`src/rtl/dvi_clk_rst_sequencer.sv`:
```
// -----------------------------------------------------------------------------
// dvi_clk_rst_sequencer
// Power-up and recovery controller for the DVI output clock tree. Runs on the
// free-running reference clock and watches the PLL lock flag. It brings the 5x
// serializer domain, then the pixel domain, out of reset, then enables video.
// It pulses a PLL restart on lock timeout or on lock loss after release, and
// bounds the number of restarts before parking in FAULT.
//
// Ports
//   clk_i          reference clock (same net as PLL CLK_REF)
//   rst_i          asynchronous active-high reset
//   pll_lock_i     PLL locked flag, asynchronous to clk_i
//   clear_fault_i  single-cycle request to leave FAULT and retry from scratch
//   pll_rst_o      PLL restart request
//   ser_rst_o      active-high reset for the 5x serializer domain
//   pix_rst_o      active-high reset for the pixel domain / divider
//   video_en_o     timing generator enable
//   ready_o        high only in RUN
//   fault_o        high only in FAULT
//   retry_cnt_o    restarts issued since last clean start (saturating)
//   state_o        current state encoding (debug)
// -----------------------------------------------------------------------------
module dvi_clk_rst_sequencer #(
    parameter int unsigned LOCK_STABLE_CYCLES  = 1000,
    parameter int unsigned LOCK_TIMEOUT_CYCLES = 100000,
    parameter int unsigned PLL_RST_CYCLES      = 8,
    parameter int unsigned STAGE_GAP_CYCLES    = 16,
    parameter int unsigned MAX_RETRIES         = 3
) (
    input  logic       clk_i,
    input  logic       rst_i,
    input  logic       pll_lock_i,
    input  logic       clear_fault_i,
    output logic       pll_rst_o,
    output logic       ser_rst_o,
    output logic       pix_rst_o,
    output logic       video_en_o,
    output logic       ready_o,
    output logic       fault_o,
    output logic [1:0] retry_cnt_o,
    output logic [2:0] state_o
);

    // Counter sized for the largest interval it has to measure
    localparam int unsigned MAX_A = (LOCK_STABLE_CYCLES > LOCK_TIMEOUT_CYCLES) ?
                                    LOCK_STABLE_CYCLES : LOCK_TIMEOUT_CYCLES;
    localparam int unsigned MAX_B = (PLL_RST_CYCLES > STAGE_GAP_CYCLES) ?
                                    PLL_RST_CYCLES : STAGE_GAP_CYCLES;
    localparam int unsigned MAX_P = (MAX_A > MAX_B) ? MAX_A : MAX_B;
    localparam int unsigned CNT_W = $clog2(MAX_P) + 1;

    // Terminal counts: the counter starts at 0 on state entry, so the last
    // cycle of an N-cycle interval is N-1.
    localparam logic [CNT_W-1:0] PLL_RST_LAST = CNT_W'(PLL_RST_CYCLES - 1);
    localparam logic [CNT_W-1:0] TIMEOUT_LAST = CNT_W'(LOCK_TIMEOUT_CYCLES - 1);
    localparam logic [CNT_W-1:0] STABLE_LAST  = CNT_W'(LOCK_STABLE_CYCLES - 1);
    localparam logic [CNT_W-1:0] GAP_LAST     = CNT_W'(STAGE_GAP_CYCLES - 1);
    localparam logic [1:0]       RETRY_MAX    = 2'(MAX_RETRIES);

    typedef enum logic [2:0] {
        ST_PLL_RST   = 3'd0,
        ST_WAIT_LOCK = 3'd1,
        ST_STABLE    = 3'd2,
        ST_REL_SER   = 3'd3,
        ST_REL_PIX   = 3'd4,
        ST_RUN       = 3'd5,
        ST_FAULT     = 3'd6
    } state_t;

    state_t             r_state;
    state_t             w_state_nxt;
    logic [CNT_W-1:0]   r_cnt;
    logic [CNT_W-1:0]   w_cnt_nxt;
    logic [1:0]         r_retry;
    logic [1:0]         w_retry_nxt;
    logic               r_lock_meta;
    logic               r_lock_s;

    logic               r_pll_rst;
    logic               r_ser_rst;
    logic               r_pix_rst;
    logic               r_video_en;
    logic               r_ready;
    logic               r_fault;

    logic               w_pll_rst_nxt;
    logic               w_ser_rst_nxt;
    logic               w_pix_rst_nxt;
    logic               w_video_en_nxt;
    logic               w_ready_nxt;
    logic               w_fault_nxt;

    // Two-flop synchronizer for the asynchronous lock flag
    always_ff @(posedge clk_i or posedge rst_i) begin
        if (rst_i) begin
            r_lock_meta <= 1'b0;
            r_lock_s    <= 1'b0;
        end else begin
            r_lock_meta <= pll_lock_i;
            r_lock_s    <= r_lock_meta;
        end
    end

    // State, shared counter and retry count
    always_ff @(posedge clk_i or posedge rst_i) begin
        if (rst_i) begin
            r_state <= ST_PLL_RST;
            r_cnt   <= '0;
            r_retry <= 2'd0;
        end else begin
            r_state <= w_state_nxt;
            r_cnt   <= w_cnt_nxt;
            r_retry <= w_retry_nxt;
        end
    end

    // Next-state, counter and retry logic
    always_comb begin
        w_state_nxt = r_state;
        w_cnt_nxt   = r_cnt + CNT_W'(1);
        w_retry_nxt = r_retry;

        unique case (r_state)
            ST_PLL_RST: begin
                if (r_cnt == PLL_RST_LAST) begin
                    w_state_nxt = ST_WAIT_LOCK;
                end
            end

            ST_WAIT_LOCK: begin
                if (r_lock_s) begin
                    w_state_nxt = ST_STABLE;
                end else if (r_cnt == TIMEOUT_LAST) begin
                    if (r_retry == RETRY_MAX) begin
                        w_state_nxt = ST_FAULT;
                    end else begin
                        w_retry_nxt = r_retry + 2'd1;
                        w_state_nxt = ST_PLL_RST;
                    end
                end
            end

            // A lock drop here is a glitch before release: restart the wait
            // without spending a retry.
            ST_STABLE: begin
                if (!r_lock_s) begin
                    w_state_nxt = ST_WAIT_LOCK;
                end else if (r_cnt == STABLE_LAST) begin
                    w_state_nxt = ST_REL_SER;
                end
            end

            ST_REL_SER, ST_REL_PIX, ST_RUN: begin
                if (!r_lock_s) begin
                    // Lock lost after release: recover via a PLL restart
                    if (r_retry == RETRY_MAX) begin
                        w_state_nxt = ST_FAULT;
                    end else begin
                        w_retry_nxt = r_retry + 2'd1;
                        w_state_nxt = ST_PLL_RST;
                    end
                end else if (r_state == ST_REL_SER) begin
                    if (r_cnt == GAP_LAST) begin
                        w_state_nxt = ST_REL_PIX;
                    end
                end else if (r_state == ST_REL_PIX) begin
                    if (r_cnt == GAP_LAST) begin
                        w_state_nxt = ST_RUN;
                        w_retry_nxt = 2'd0;
                    end
                end else begin
                    w_cnt_nxt = r_cnt;
                end
            end

            ST_FAULT: begin
                w_cnt_nxt = r_cnt;
                if (clear_fault_i) begin
                    w_retry_nxt = 2'd0;
                    w_state_nxt = ST_PLL_RST;
                end
            end

            default: begin
                w_state_nxt = ST_PLL_RST;
            end
        endcase

        if (w_state_nxt != r_state) begin
            w_cnt_nxt = '0;
        end
    end

    // Outputs decoded from the next state so the registered copies line up
    // with the state register. Reset release order holds by construction.
    always_comb begin
        w_pll_rst_nxt  = 1'b0;
        w_ser_rst_nxt  = 1'b1;
        w_pix_rst_nxt  = 1'b1;
        w_video_en_nxt = 1'b0;
        w_ready_nxt    = 1'b0;
        w_fault_nxt    = 1'b0;

        unique case (w_state_nxt)
            ST_PLL_RST: begin
                w_pll_rst_nxt = 1'b1;
            end
            ST_REL_SER: begin
                w_ser_rst_nxt = 1'b0;
            end
            ST_REL_PIX: begin
                w_ser_rst_nxt = 1'b0;
                w_pix_rst_nxt = 1'b0;
            end
            ST_RUN: begin
                w_ser_rst_nxt  = 1'b0;
                w_pix_rst_nxt  = 1'b0;
                w_video_en_nxt = 1'b1;
                w_ready_nxt    = 1'b1;
            end
            ST_FAULT: begin
                w_pll_rst_nxt = 1'b1;
                w_fault_nxt   = 1'b1;
            end
            default: begin
                w_pll_rst_nxt = 1'b0;
            end
        endcase
    end

    // Registered outputs
    always_ff @(posedge clk_i or posedge rst_i) begin
        if (rst_i) begin
            r_pll_rst  <= 1'b1;
            r_ser_rst  <= 1'b1;
            r_pix_rst  <= 1'b1;
            r_video_en <= 1'b0;
            r_ready    <= 1'b0;
            r_fault    <= 1'b0;
        end else begin
            r_pll_rst  <= w_pll_rst_nxt;
            r_ser_rst  <= w_ser_rst_nxt;
            r_pix_rst  <= w_pix_rst_nxt;
            r_video_en <= w_video_en_nxt;
            r_ready    <= w_ready_nxt;
            r_fault    <= w_fault_nxt;
        end
    end

    assign pll_rst_o   = r_pll_rst;
    assign ser_rst_o   = r_ser_rst;
    assign pix_rst_o   = r_pix_rst;
    assign video_en_o  = r_video_en;
    assign ready_o     = r_ready;
    assign fault_o     = r_fault;
    assign retry_cnt_o = r_retry;
    assign state_o     = r_state;

endmodule

```
`config.mk`:
```
export PLATFORM = sky130hd
export DESIGN_NAME = dvi_clk_rst_sequencer
export DESIGN_NICKNAME = d
export VERILOG_FILES = /design/src/rtl/dvi_clk_rst_sequencer.sv
export SDC_FILE = /design/constraint.sdc
export NUM_CORES = 1
export LEC_CHECK = 0
export BUFFER_PORTS_ARGS = -buffer_cell sky130_fd_sc_hd__buf_2
export CELL_PAD_IN_SITES_DETAIL_PLACEMENT = 1
export CELL_PAD_IN_SITES_GLOBAL_PLACEMENT = 2
export CORE_MARGIN = 1.5
export CORE_UTILIZATION = 39
export CTS_BUF_LIST = sky130_fd_sc_hd__clkbuf_2 sky130_fd_sc_hd__clkbuf_4 sky130_fd_sc_hd__clkbuf_8
export CTS_CLUSTER_DIAMETER = 30
export DETAILED_ROUTE_END_ITERATION = 8
export GPL_TIMING_DRIVEN = 0
export HOLD_SLACK_MARGIN = 0.15
export PLACE_DENSITY_LB_ADDON = 0.1
export SYNTH_ARGS = -nofsm -noshare
export SYNTH_HDL_FRONTEND = slang
export SYNTH_SLANG_ARGS = --single-unit
```
`constraint.sdc`:
```
create_clock -name clk_i -period 2.75 [get_ports clk_i]
set_clock_uncertainty 0.2 [all_clocks]
set_input_delay 0.4125 -clock clk_i [delete_from_list [all_inputs] [get_ports clk_i]]
set_output_delay 0.4125 -clock clk_i [all_outputs]
set_load 0.02 [all_outputs]
```
==> metrics.txt <==
Static Leak 0.864 nW; Synthesis Warnings 0; Async SR Flop Fraction 100%; clk sinks 30; die area 0.00522 sq mm; first-pass GRT wire length 8140 um; DIE WIDTH 72.3 um; Avg WL per Cell 16.6 um; unrepaired setup endpoints after global routing no; Worst Path Required 2.71 ns; RePlAce Congestion 0.893; Cell Pwr Density 797 mW/mm^2; CP Launch Type flop; layout cells sized above 1 21.1%; I/O Buffers 14; io pins 15; Max Cap Violations 0; DR DRC count 0; top cells by instance count after synthesis dfrtp_1, a21oi_1, nand2_1, nand3_1, xnor2_1; setup_tns 0 ns; Initial Util 40.1%; Setup Buffers After CTS 0; synth unique cells 49; Slew Viols, Final 0; FILL cells 560; EDFF count, synth 0; CTS tree yes; via-per-instance ratio 5.59; # rows 25; number of global-route vias before repair 1680; Avg Cell Area, Syn 9.17 sq um; TritonCTS Buffers 5; Switching Fraction 41.6%; syn_nets 209; DRT Pass-1 Iters 4; final setup fails 0; 1st-iter DRT viols 52; Synth Cell Area 0.00187 sq mm; Comb pwr share 42.4%; pin count of the biggest net entering global routing 31; CTS Root Cell clkbuf_8; Top FF cell, synth dfrtp_1; slew margin rel. 22.2%; Antenna diodes 0; H-tree level count 2; sequential fraction of the synthesis area 40.3%; Clock transition at path regs 0.07 ns; Syn-to-layout area delta 13.0%; Worst IR Drop VDD 0.430 mV; Die Ht 72.3 um; Final #Nets 231; clk buf depth 2; crit path max fanout 10; GRT Util Overall 20.4%; Flop pwr share 35.4%; CORE AREA 0.00466 sq mm; hold slack 0.154 ns; Fin. Hold Viols 0; remaining global-route overflow 0; status complete, no violations; measured slew at the worst slew-check pin 1.17 ns; leading area contributor after synthesis dfrtp_1; Final Cycle Share 93.8%; Placed Cells 272; Vias 1571; Post-Syn Instances 204; post-route ant nets 0; Sw Pwr 0.701 mW; HPWL Detailed 3550 um; initial antenna violation count 0; worst hold path class reg -> reg; type of element capturing the critical path flop; part of the power in the clock network 22.2%; crit path time final 2.58 ns; #FFs+latches synth 30; dominant cells by area after synthesis dfrtp_1, xnor2_1, a21oi_1; internal power 0.983 mW; f_max 388 MHz; non-filler cells, final 281; crit path DAT 2.54 ns; clk_lat worst skew 0.28 ns; final WL 4660 um; Synth top area share 36.1%; Crit Path Class reg -> reg; most common cell in the synthesized netlist dfrtp_1
final timing paths:
| path | start | to | slack, ns | cells past startpoint |
|---|---|---|---|---|
| worst max register to register | r_cnt[0]$_DFFE_PP0P_ | r_cnt[17]$_DFFE_PP0P_ | 0.17 | 8 |
| min in group asynchronous | rst_i | r_cnt[15]$_DFFE_PP0P_ | 0.23 | 2 |
| worst min-delay path | r_lock_meta$_DFF_PP0_ | r_lock_s$_DFF_PP0_ | 0.15 | 0 |
| max in group asynchronous | rst_i | r_cnt[6]$_DFFE_PP0P_ | 1.42 | 2 |
| worst min register to register | r_lock_meta$_DFF_PP0_ | r_lock_s$_DFF_PP0_ | 0.15 | 0 |
| worst max-delay path | r_cnt[0]$_DFFE_PP0P_ | r_cnt[17]$_DFFE_PP0P_ | 0.17 | 8 |
state kept, by name, summed over array words and instances, names as in the netlist:
signal and count:
pix_rst_o 1, r_lock_s 1, state_o 3, r_lock_meta 1, ready_o 1, fault_o 1
retry_cnt_o 2, r_cnt 18, pll_rst_o 1, ser_rst_o 1
per-layer routing:
metal  track usage (%)  vias up  part of all wire, %
li1                  -      776                    -
met1              25.3      777                   45
met2              35.4       13                   52
met3              4.17        5                  2.0
met5                 0        -                    0
met4              6.92        0                  1.5
per-stage QoR:
step           total power [mW]  util, %  setup WS [ns]  cell area, sq um
2_1_floorplan              1.13        -          0.492              1870
4_1_cts                    1.71     45.3          0.148              2110
5_1_grt                    1.82     45.4         0.0252              2110
3_5_place_dp               1.33     43.1          0.172              2010
6_report                   1.68     45.4          0.171              2110
3_3_place_gp               1.31     43.1          0.234              2010
area by class of cell:
type	count	area [sq um]	share of cell area, %
plain buffers	12	75.1	3.55
clock buffers	7	90.1	4.26
clock inverters	1	5.00	0.237
inverters	6	22.5	1.07
multi-input cells	156	1020	48.2
flip-flops and latches	30	754	35.7
well taps	54	67.6	3.20
repair buffers	15	80.1	3.79
kinds of logic (layout without fill, tap and decap cells):
| group | after synthesis | after routing | synth area share [%] |
|---|---|---|---|
| buf+inv | 18 | 41 | 5.15 |
| simple gates | 84 | 84 | 26.2 |
| xor+xnor | 17 | 17 | 7.96 |
| mux | 3 | 3 | 1.67 |
| compound gates | 51 | 51 | 18.1 |
| fa+ha+maj | 1 | 1 | 0.669 |
| flops | 30 | 30 | 40.3 |
what timing repair did:
action	in CTS	in global routing
endpoints found under the setup margin	0	2
hold buffers	1	0
resized for setup	0	2
endpoints found under the hold margin	1	0
layout by cell type, fill, tap and decap left out, types with 5 or more instances in the layout:
cell type / count
xnor2_1: 12
nor3_1: 6
o21ai_0: 10
buf_2: 15
nand3_1: 14
nand4_1: 9
dfrtp_1: 27
clkbuf_1: 7
inv_1: 6
nor4_1: 5
a21oi_2: 10
nor2_1: 10
clkbuf_8: 6
xor2_1: 5
a21oi_1: 18
nand2_1: 14
power groups by stage:
stage	logic, mW	registers (mW)	clock network [mW]
4_1_cts	0.726	0.597	0.391
6_report	0.715	0.596	0.374
5_1_grt	0.802	0.608	0.410
3_5_place_dp	0.724	0.606	0
2_1_floorplan	0.498	0.636	0
3_3_place_gp	0.706	0.600	0
critical path: stages, from the launching register on:
cell     delay (ns)
dfrtp_1        0.40
ha_1           0.25
and3b_1        0.27
and4_1         0.28
nand3_1        0.09
a221o_1        0.37
nand3_2        0.19
buf_2          0.32
a21oi_2        0.08
Power figures use the tool's default switching activity.
